<file path="src/rtl/alu_pkg.sv">
// Shared definitions for the multi-cycle ALU: operation codes and FSM encoding.
package alu_pkg;

  localparam logic [3:0] OP_AND  = 4'b0000;
  localparam logic [3:0] OP_OR   = 4'b0001;
  localparam logic [3:0] OP_ADD  = 4'b0010;
  localparam logic [3:0] OP_XOR  = 4'b0011;
  localparam logic [3:0] OP_NOR  = 4'b0100;
  localparam logic [3:0] OP_SLTU = 4'b0101;
  localparam logic [3:0] OP_SUB  = 4'b0110;
  localparam logic [3:0] OP_SLT  = 4'b0111;
  localparam logic [3:0] OP_MULU = 4'b1000;
  localparam logic [3:0] OP_DIVU = 4'b1010;

  typedef enum logic [1:0] {
    S_IDLE = 2'd0,
    S_BUSY = 2'd1,
    S_DONE = 2'd2
  } state_t;

  function automatic logic is_muldiv(input logic [3:0] op);
    return (op == OP_MULU) || (op == OP_DIVU);
  endfunction

endpackage

</file>
<file path="src/rtl/alu_muldiv.sv">
// Iterative unsigned multiply (shift-add) and divide (restoring), one bit per cycle.
// done is high during the final iteration; lo/hi then carry the finished result.
module alu_muldiv
  import alu_pkg::*;
#(
  parameter int DATA_WIDTH = 32,
  parameter int CNT_W      = 6
) (
  input  logic                  clk,
  input  logic                  rst,
  input  logic                  start,
  input  logic                  is_div,
  input  logic [DATA_WIDTH-1:0] a,
  input  logic [DATA_WIDTH-1:0] b,
  output logic                  done,
  output logic [DATA_WIDTH-1:0] lo,
  output logic [DATA_WIDTH-1:0] hi
);

  logic                  busy;
  logic                  div_mode;
  logic [DATA_WIDTH-1:0] operand;
  logic [DATA_WIDTH-1:0] acc_hi;
  logic [DATA_WIDTH-1:0] acc_lo;
  logic [CNT_W-1:0]      cnt;

  logic [DATA_WIDTH:0]   mul_sum;
  logic [DATA_WIDTH:0]   rem_shift;
  logic [DATA_WIDTH:0]   rem_diff;
  logic [DATA_WIDTH-1:0] nxt_hi;
  logic [DATA_WIDTH-1:0] nxt_lo;

  assign mul_sum   = {1'b0, acc_hi} + {1'b0, operand};
  assign rem_shift = {acc_hi, acc_lo[DATA_WIDTH-1]};
  // Partial remainder stays below the divisor, so bit W of the difference is the borrow.
  assign rem_diff  = rem_shift - {1'b0, operand};

  // NOTE: every combinational output gets a default first so no path can infer a latch.
  always_comb begin
    nxt_hi = acc_hi;
    nxt_lo = acc_lo;
    if (div_mode) begin
      if (!rem_diff[DATA_WIDTH]) begin
        nxt_hi = rem_diff[DATA_WIDTH-1:0];
        nxt_lo = {acc_lo[DATA_WIDTH-2:0], 1'b1};
      end else begin
        nxt_hi = rem_shift[DATA_WIDTH-1:0];
        nxt_lo = {acc_lo[DATA_WIDTH-2:0], 1'b0};
      end
    end else if (acc_lo[0]) begin
      {nxt_hi, nxt_lo} = {mul_sum, acc_lo[DATA_WIDTH-1:1]};
    end else begin
      {nxt_hi, nxt_lo} = {1'b0, acc_hi, acc_lo[DATA_WIDTH-1:1]};
    end
  end

  assign done = busy && (cnt == CNT_W'(DATA_WIDTH - 1));
  assign lo   = nxt_lo;
  assign hi   = nxt_hi;

  // NOTE: sequential state uses non-blocking assignments so all registers update together.
  always_ff @(posedge clk) begin
    if (rst) begin
      busy     <= 1'b0;
      div_mode <= 1'b0;
      operand  <= '0;
      acc_hi   <= '0;
      acc_lo   <= '0;
      cnt      <= '0;
    end else if (start) begin
      busy     <= 1'b1;
      div_mode <= is_div;
      operand  <= b;
      acc_hi   <= '0;
      acc_lo   <= a;
      cnt      <= '0;
    end else if (busy) begin
      acc_hi <= nxt_hi;
      acc_lo <= nxt_lo;
      cnt    <= cnt + 1'b1;
      if (done) busy <= 1'b0;
    end
  end

endmodule

</file>
<file path="src/rtl/alu_mc.sv">
// Multi-cycle ALU top: handshake FSM, single-cycle adder/logic ops and
// registered result/flag outputs; MUL/DIV are delegated to alu_muldiv.
module alu_mc
  import alu_pkg::*;
#(
  parameter int DATA_WIDTH = 32,
  parameter int CNT_W      = 6
) (
  input  logic                  clk,
  input  logic                  rst,
  input  logic                  in_valid,
  output logic                  in_ready,
  input  logic [DATA_WIDTH-1:0] A,
  input  logic [DATA_WIDTH-1:0] B,
  input  logic [3:0]            ALUop,
  output logic                  out_valid,
  input  logic                  out_ready,
  output logic [DATA_WIDTH-1:0] Result,
  output logic [DATA_WIDTH-1:0] ResultHi,
  output logic                  Overflow,
  output logic                  CarryOut,
  output logic                  Zero
);

  state_t state, state_nxt;

  logic                  fire;
  logic                  op_muldiv;
  logic                  sub_op;
  logic [DATA_WIDTH-1:0] b_opnd;
  logic [DATA_WIDTH:0]   sum;
  logic                  ovf_add;
  logic                  ovf_sub;
  logic [DATA_WIDTH-1:0] s_result;
  logic                  s_ovf;
  logic                  s_cout;
  logic                  md_done;
  logic [DATA_WIDTH-1:0] md_lo;
  logic [DATA_WIDTH-1:0] md_hi;

  assign in_ready  = (state == S_IDLE);
  assign out_valid = (state == S_DONE);
  assign fire      = in_valid && in_ready;
  assign op_muldiv = is_muldiv(ALUop);

  assign sub_op  = (ALUop == OP_SUB) || (ALUop == OP_SLT) || (ALUop == OP_SLTU);
  assign b_opnd  = sub_op ? ~B : B;
  assign sum     = {1'b0, A} + {1'b0, b_opnd} + {{DATA_WIDTH{1'b0}}, sub_op};
  assign ovf_add = (A[DATA_WIDTH-1] == B[DATA_WIDTH-1]) && (sum[DATA_WIDTH-1] != A[DATA_WIDTH-1]);
  assign ovf_sub = (A[DATA_WIDTH-1] != B[DATA_WIDTH-1]) && (sum[DATA_WIDTH-1] != A[DATA_WIDTH-1]);

  always_comb begin
    s_result = '0;
    s_ovf    = 1'b0;
    s_cout   = 1'b0;
    case (ALUop)
      OP_AND: s_result = A & B;
      OP_OR:  s_result = A | B;
      OP_XOR: s_result = A ^ B;
      OP_NOR: s_result = ~(A | B);
      OP_ADD: begin
        s_result = sum[DATA_WIDTH-1:0];
        s_cout   = sum[DATA_WIDTH];
        s_ovf    = ovf_add;
      end
      OP_SUB: begin
        s_result = sum[DATA_WIDTH-1:0];
        s_cout   = sum[DATA_WIDTH];
        s_ovf    = ovf_sub;
      end
      OP_SLT: begin
        s_result = {{(DATA_WIDTH-1){1'b0}}, sum[DATA_WIDTH-1] ^ ovf_sub};
        s_cout   = sum[DATA_WIDTH];
        s_ovf    = ovf_sub;
      end
      OP_SLTU: begin
        s_result = {{(DATA_WIDTH-1){1'b0}}, ~sum[DATA_WIDTH]};
        s_cout   = sum[DATA_WIDTH];
      end
      default: ;
    endcase
  end

  alu_muldiv #(
    .DATA_WIDTH(DATA_WIDTH),
    .CNT_W     (CNT_W)
  ) u_muldiv (
    .clk   (clk),
    .rst   (rst),
    .start (fire && op_muldiv),
    .is_div(ALUop == OP_DIVU),
    .a     (A),
    .b     (B),
    .done  (md_done),
    .lo    (md_lo),
    .hi    (md_hi)
  );

  always_comb begin
    state_nxt = state;
    case (state)
      S_IDLE:  if (fire) state_nxt = op_muldiv ? S_BUSY : S_DONE;
      S_BUSY:  if (md_done) state_nxt = S_DONE;
      S_DONE:  if (out_ready) state_nxt = S_IDLE;
      default: state_nxt = S_IDLE;
    endcase
  end

  always_ff @(posedge clk) begin
    if (rst) state <= S_IDLE;
    else     state <= state_nxt;
  end

  // Outputs only change when a result lands, so they hold steady through DONE.
  always_ff @(posedge clk) begin
    if (rst) begin
      Result   <= '0;
      ResultHi <= '0;
      Overflow <= 1'b0;
      CarryOut <= 1'b0;
      Zero     <= 1'b1;
    end else if (fire && !op_muldiv) begin
      Result   <= s_result;
      ResultHi <= '0;
      Overflow <= s_ovf;
      CarryOut <= s_cout;
      Zero     <= (s_result == '0);
    end else if ((state == S_BUSY) && md_done) begin
      Result   <= md_lo;
      ResultHi <= md_hi;
      Overflow <= 1'b0;
      CarryOut <= 1'b0;
      Zero     <= (md_lo == '0);
    end
  end

endmodule
</file>
<file path="config.mk">
export PLATFORM = sky130hd
export DESIGN_NAME = alu_mc
export DESIGN_NICKNAME = d
export VERILOG_FILES = /design/src/rtl/alu_pkg.sv /design/src/rtl/alu_muldiv.sv /design/src/rtl/alu_mc.sv
export SDC_FILE = /design/constraint.sdc
export NUM_CORES = 1
export LEC_CHECK = 0
export ABC_AREA = 1
export CAP_MARGIN = 30
export CORE_UTILIZATION = 62
export DETAILED_ROUTE_END_ITERATION = 16
export PLACE_DENSITY_LB_ADDON = 0.15
export SLEW_MARGIN = 20
export SYNTH_ARGS = -nofsm -noshare
export SYNTH_HDL_FRONTEND = slang
export SYNTH_HIERARCHICAL = 1
export SYNTH_SLANG_ARGS = --single-unit
</file>
<file path="constraint.sdc">
create_clock -name clk -period 5.22 [get_ports clk]
set_input_delay 1.044 -clock clk [delete_from_list [all_inputs] [get_ports clk]]
set_output_delay 1.044 -clock clk [all_outputs]
set_load 0.01 [all_outputs]
</file>
==> run_results.csv <==
group,metric,value,unit
min_path,hold_path_startpoint,"ResultHi[9]",
sta,finalSetupViolations,0,
placement,dp_hpwl,53.8,mm
pwr,switching_share,0.440,
routing,wl_per_cell,20.5,um
clocking,cts_max_path_buffers,2,
critical_path,worstPathRequired,5620,ps
pwr,power_frac_clock,0.281,
clocking,clock_latency,460,ps
critical_path,arrival,4980,ps
clocking,clock-sinks,173,
clocking,clockRootBuffer,"clkbuf_16",
clocking,post_cts_buffers,0,
routing,first_pass_iters,6,
global_route,grt_pass1_wl,107,mm
sta,hold_viol_final,0,
sta,slew_violations,0,
global_route,grt_usage,0.484,
critical_path,cp-start-kind,"primary input",
logic_synthesis,syn_area,17600,sq um
pwr,p_comb_frac,0.419,
sta,relSlewSlack,0.349,
placement,place_ws,284,ps
logic_synthesis,ys.warnings.count,6,
critical_path,critical_path.startpoint,"ALUop[1]",
floorplan,floorplan.rows,61,
routing,drc,0,
pwr,pwr-share-seq,0.300,
layout,postLayoutCoreUtil,0.712,
floorplan,die_w,170,um
critical_path,critPathKind,"in2reg",
sta,min_period,4580,ps
floorplan,boundaryPins,141,
layout,fin_nets,3259,
placement,placed_cell_area,19200,sq um
routing,wl,70.0,mm
pwr,switchingPower,2.06,mW
clocking,cts-htree-levels,4,
logic_synthesis,avgSynthCellArea,5.98,sq um
placement,io_buffer_count,140,
floorplan,core_area,27900,sq um
routing,viasPerCell,6.17,
sta,tightestPinTransition,969,ps
logic_synthesis,synth_nets,3175,
routing,drt_iter0_drc,2892,
flow_run,cap_violations,0,
clocking,cts_resized,0,
critical_path,worstPathMaxFanout,25,
floorplan,die_area,29000,sq um
layout,drive_gt1_frac,0.0583,
sta,fmaxAchievable,218,MHz
logic_synthesis,ys_ff_latch,173,
logic_synthesis,postSynthCellCount,2940,
pwr,p_int,2.62,mW
sta,rsz0062_at_grt,"false",
floorplan,fp.dieH,170,um
sta,skew,16.8,ps
layout,area_delta_synth_final,12.8,%
min_path,hp-class,"reg2reg",
floorplan,start_util,0.631,
critical_path,r2r_start,"u_muldiv/acc_lo[31]",
global_route,grt_pass1_vias,19900,
status,status,"completed",
critical_path,critPathCaptureType,"register",
layout,stdcell_area,19800,sq um
sta,setup_ws,639,ps
layout,antennaDiodeCount,0,
logic_synthesis,synth.distinct_cells,50,
global_route,antenna_found_initial,1,
sta,finalSetupTns,0,ps
sta,holdWs,462,ps
sta,min_period_over_period,0.878,
clocking,clk_pin_slew_worst_paths,80,ps
global_route,grt_max_degree,67,
logic_synthesis,yosysSeqAreaShare,0.197,
clocking,cts_tree,"yes",
clocking,cts-buffers-inserted,17,
routing,vias,21100,
placement,gp_congestion,1.12,
pwr,pwr_density_cell,236,nW/um^2
pwr,ir_drop,0.216,mV
clocking,postCtsHoldBufs,0,
routing,detail-route-antenna-nets,0,
global_route,grt-ovfl-total,0,
pwr,leakagePower,9.53,nW
## cell type report
cell class,count,area (sq um)
fillers,2377,8040
clock buffers,17,425
multi-input cells,2208,11900
clock inverters,15,170
flip-flops and latches,173,3470
repair buffers,164,1620
well taps,378,473
inverters,460,1730
## registers in the layout, summed over array words and instances, names as in the netlist
| register | count |
|---|---|
| Result | 32 |
| u_muldiv/cnt | 6 |
| u_muldiv/operand | 32 |
| Zero | 1 |
| ResultHi | 32 |
| Overflow | 1 |
| CarryOut | 1 |
| state | 2 |
| u_muldiv/busy | 1 |
| u_muldiv/acc_lo | 32 |
| u_muldiv/div_mode | 1 |
| u_muldiv/acc_hi | 32 |
## synth_stat cells (all sizes together)
master | n | area [sq um]
inv | 456 | 1710
a21o | 8 | 60.1
a22o | 1 | 8.76
o21bai | 11 | 86.3
nor4 | 8 | 50.1
dfxtp | 173 | 3460
o21a | 2 | 15.0
ha | 160 | 2000
nand3b | 11 | 82.6
clkinv | 4 | 15.0
clkbuf | 74 | 279
nor3b | 3 | 22.5
buf | 25 | 179
a22oi | 3 | 22.5
nor2 | 188 | 721
o21ai | 184 | 925
o2111a | 1 | 11.3
nand4 | 25 | 156
nand2 | 948 | 3770
and2 | 3 | 18.8
a31oi | 35 | 219
xnor2 | 11 | 96.3
fa | 3 | 60.1
a211oi | 3 | 22.5
and3 | 3 | 18.8
a21oi | 269 | 1370
nand3 | 201 | 1180
o2111ai | 1 | 8.76
o211ai | 14 | 105
a221oi | 35 | 307
nor3 | 26 | 146
or2 | 2 | 12.5
xor2 | 49 | 429
## logic make-up (layout without fill, tap and decap cells)
group           Yosys count  count (layout)  synth area share
compound gates          567             567             0.180
simple gates           1418            1418             0.351
buf+inv                 559             656             0.124
fa+ha+maj               163             163             0.117
flops                   173             173             0.197
xor+xnor                 60              60            0.0299
## power groups by stage
| stage | sequential, mW | clock, mW | combinational [mW] |
|---|---|---|---|
| 5_1_grt | 1.41 | 1.36 | 2.11 |
| 3_5_place_dp | 1.43 | 0 | 1.87 |
| 6_report | 1.40 | 1.32 | 1.96 |
| 4_1_cts | 1.40 | 1.31 | 1.88 |
| 3_3_place_gp | 1.43 | 0 | 1.83 |
| 2_1_floorplan | 1.42 | 0 | 1.35 |
## metal layers
metal,track usage,share of wire
met5,0,0
met4,0.443,0.10
met3,0.109,0.12
met2,0.785,0.44
met1,0.527,0.34
## worst paths after layout
path | end | slack [ps] | cells after the start
max | Zero | 640 | 23
min | ResultHi[9] | 460 | 2
max reg2reg | Zero | 1510 | 21
min reg2reg | ResultHi[9] | 460 | 2
## through the flow
stage | total power, mW | instances
finish | 4.68 | 3415
detailed placement | 3.30 | 3383
floorplan | 2.77 | 2940
CTS | 4.59 | 3415
global route | 4.88 | 3415
global placement | 3.26 | 3381
## critical path, stage by stage
cell	delay [ps]
clkdlybuf4s50_1	560
inv_2	80
nand2_1	110
nand2_4	270
buf_4	310
xor2_1	160
ha_1	360
nand2_1	100
nor2_1	180
inv_1	90
nor3_2	150
nand2_1	80
nand2_1	210
nand2_1	90
nand2_1	100
a21oi_1	60
o21ai_1	200
nand3b_1	110
nor2_1	260
nand2_1	150
nor2_1	130
nand3_1	80
nand2_1	70
## cells in the final DEF (no fill, tap or decap), types with 4 or more instances in the layout
cell               n
a21o_1             8
a21oi_1          267
a221oi_1          35
a31oi_1           35
buf_4             22
clkbuf_16         17
clkdlybuf4s50_1  139
clkinv_1           4
clkinv_8           5
dfxtp_1          172
ha_1             160
inv_1            446
inv_2             10
nand2_1          890
nand2_2           48
nand2_4            8
nand3_1          166
nand3_2           35
nand3b_1          11
nand4_1           25
nor2_1           180
nor2_2             6
nor3_1            24
nor4_1             8
o211ai_1          14
o21ai_0          174
o21ai_1            9
o21bai_1          10
xnor2_1           11
xor2_1            49
(Power assumes the default switching activity.)
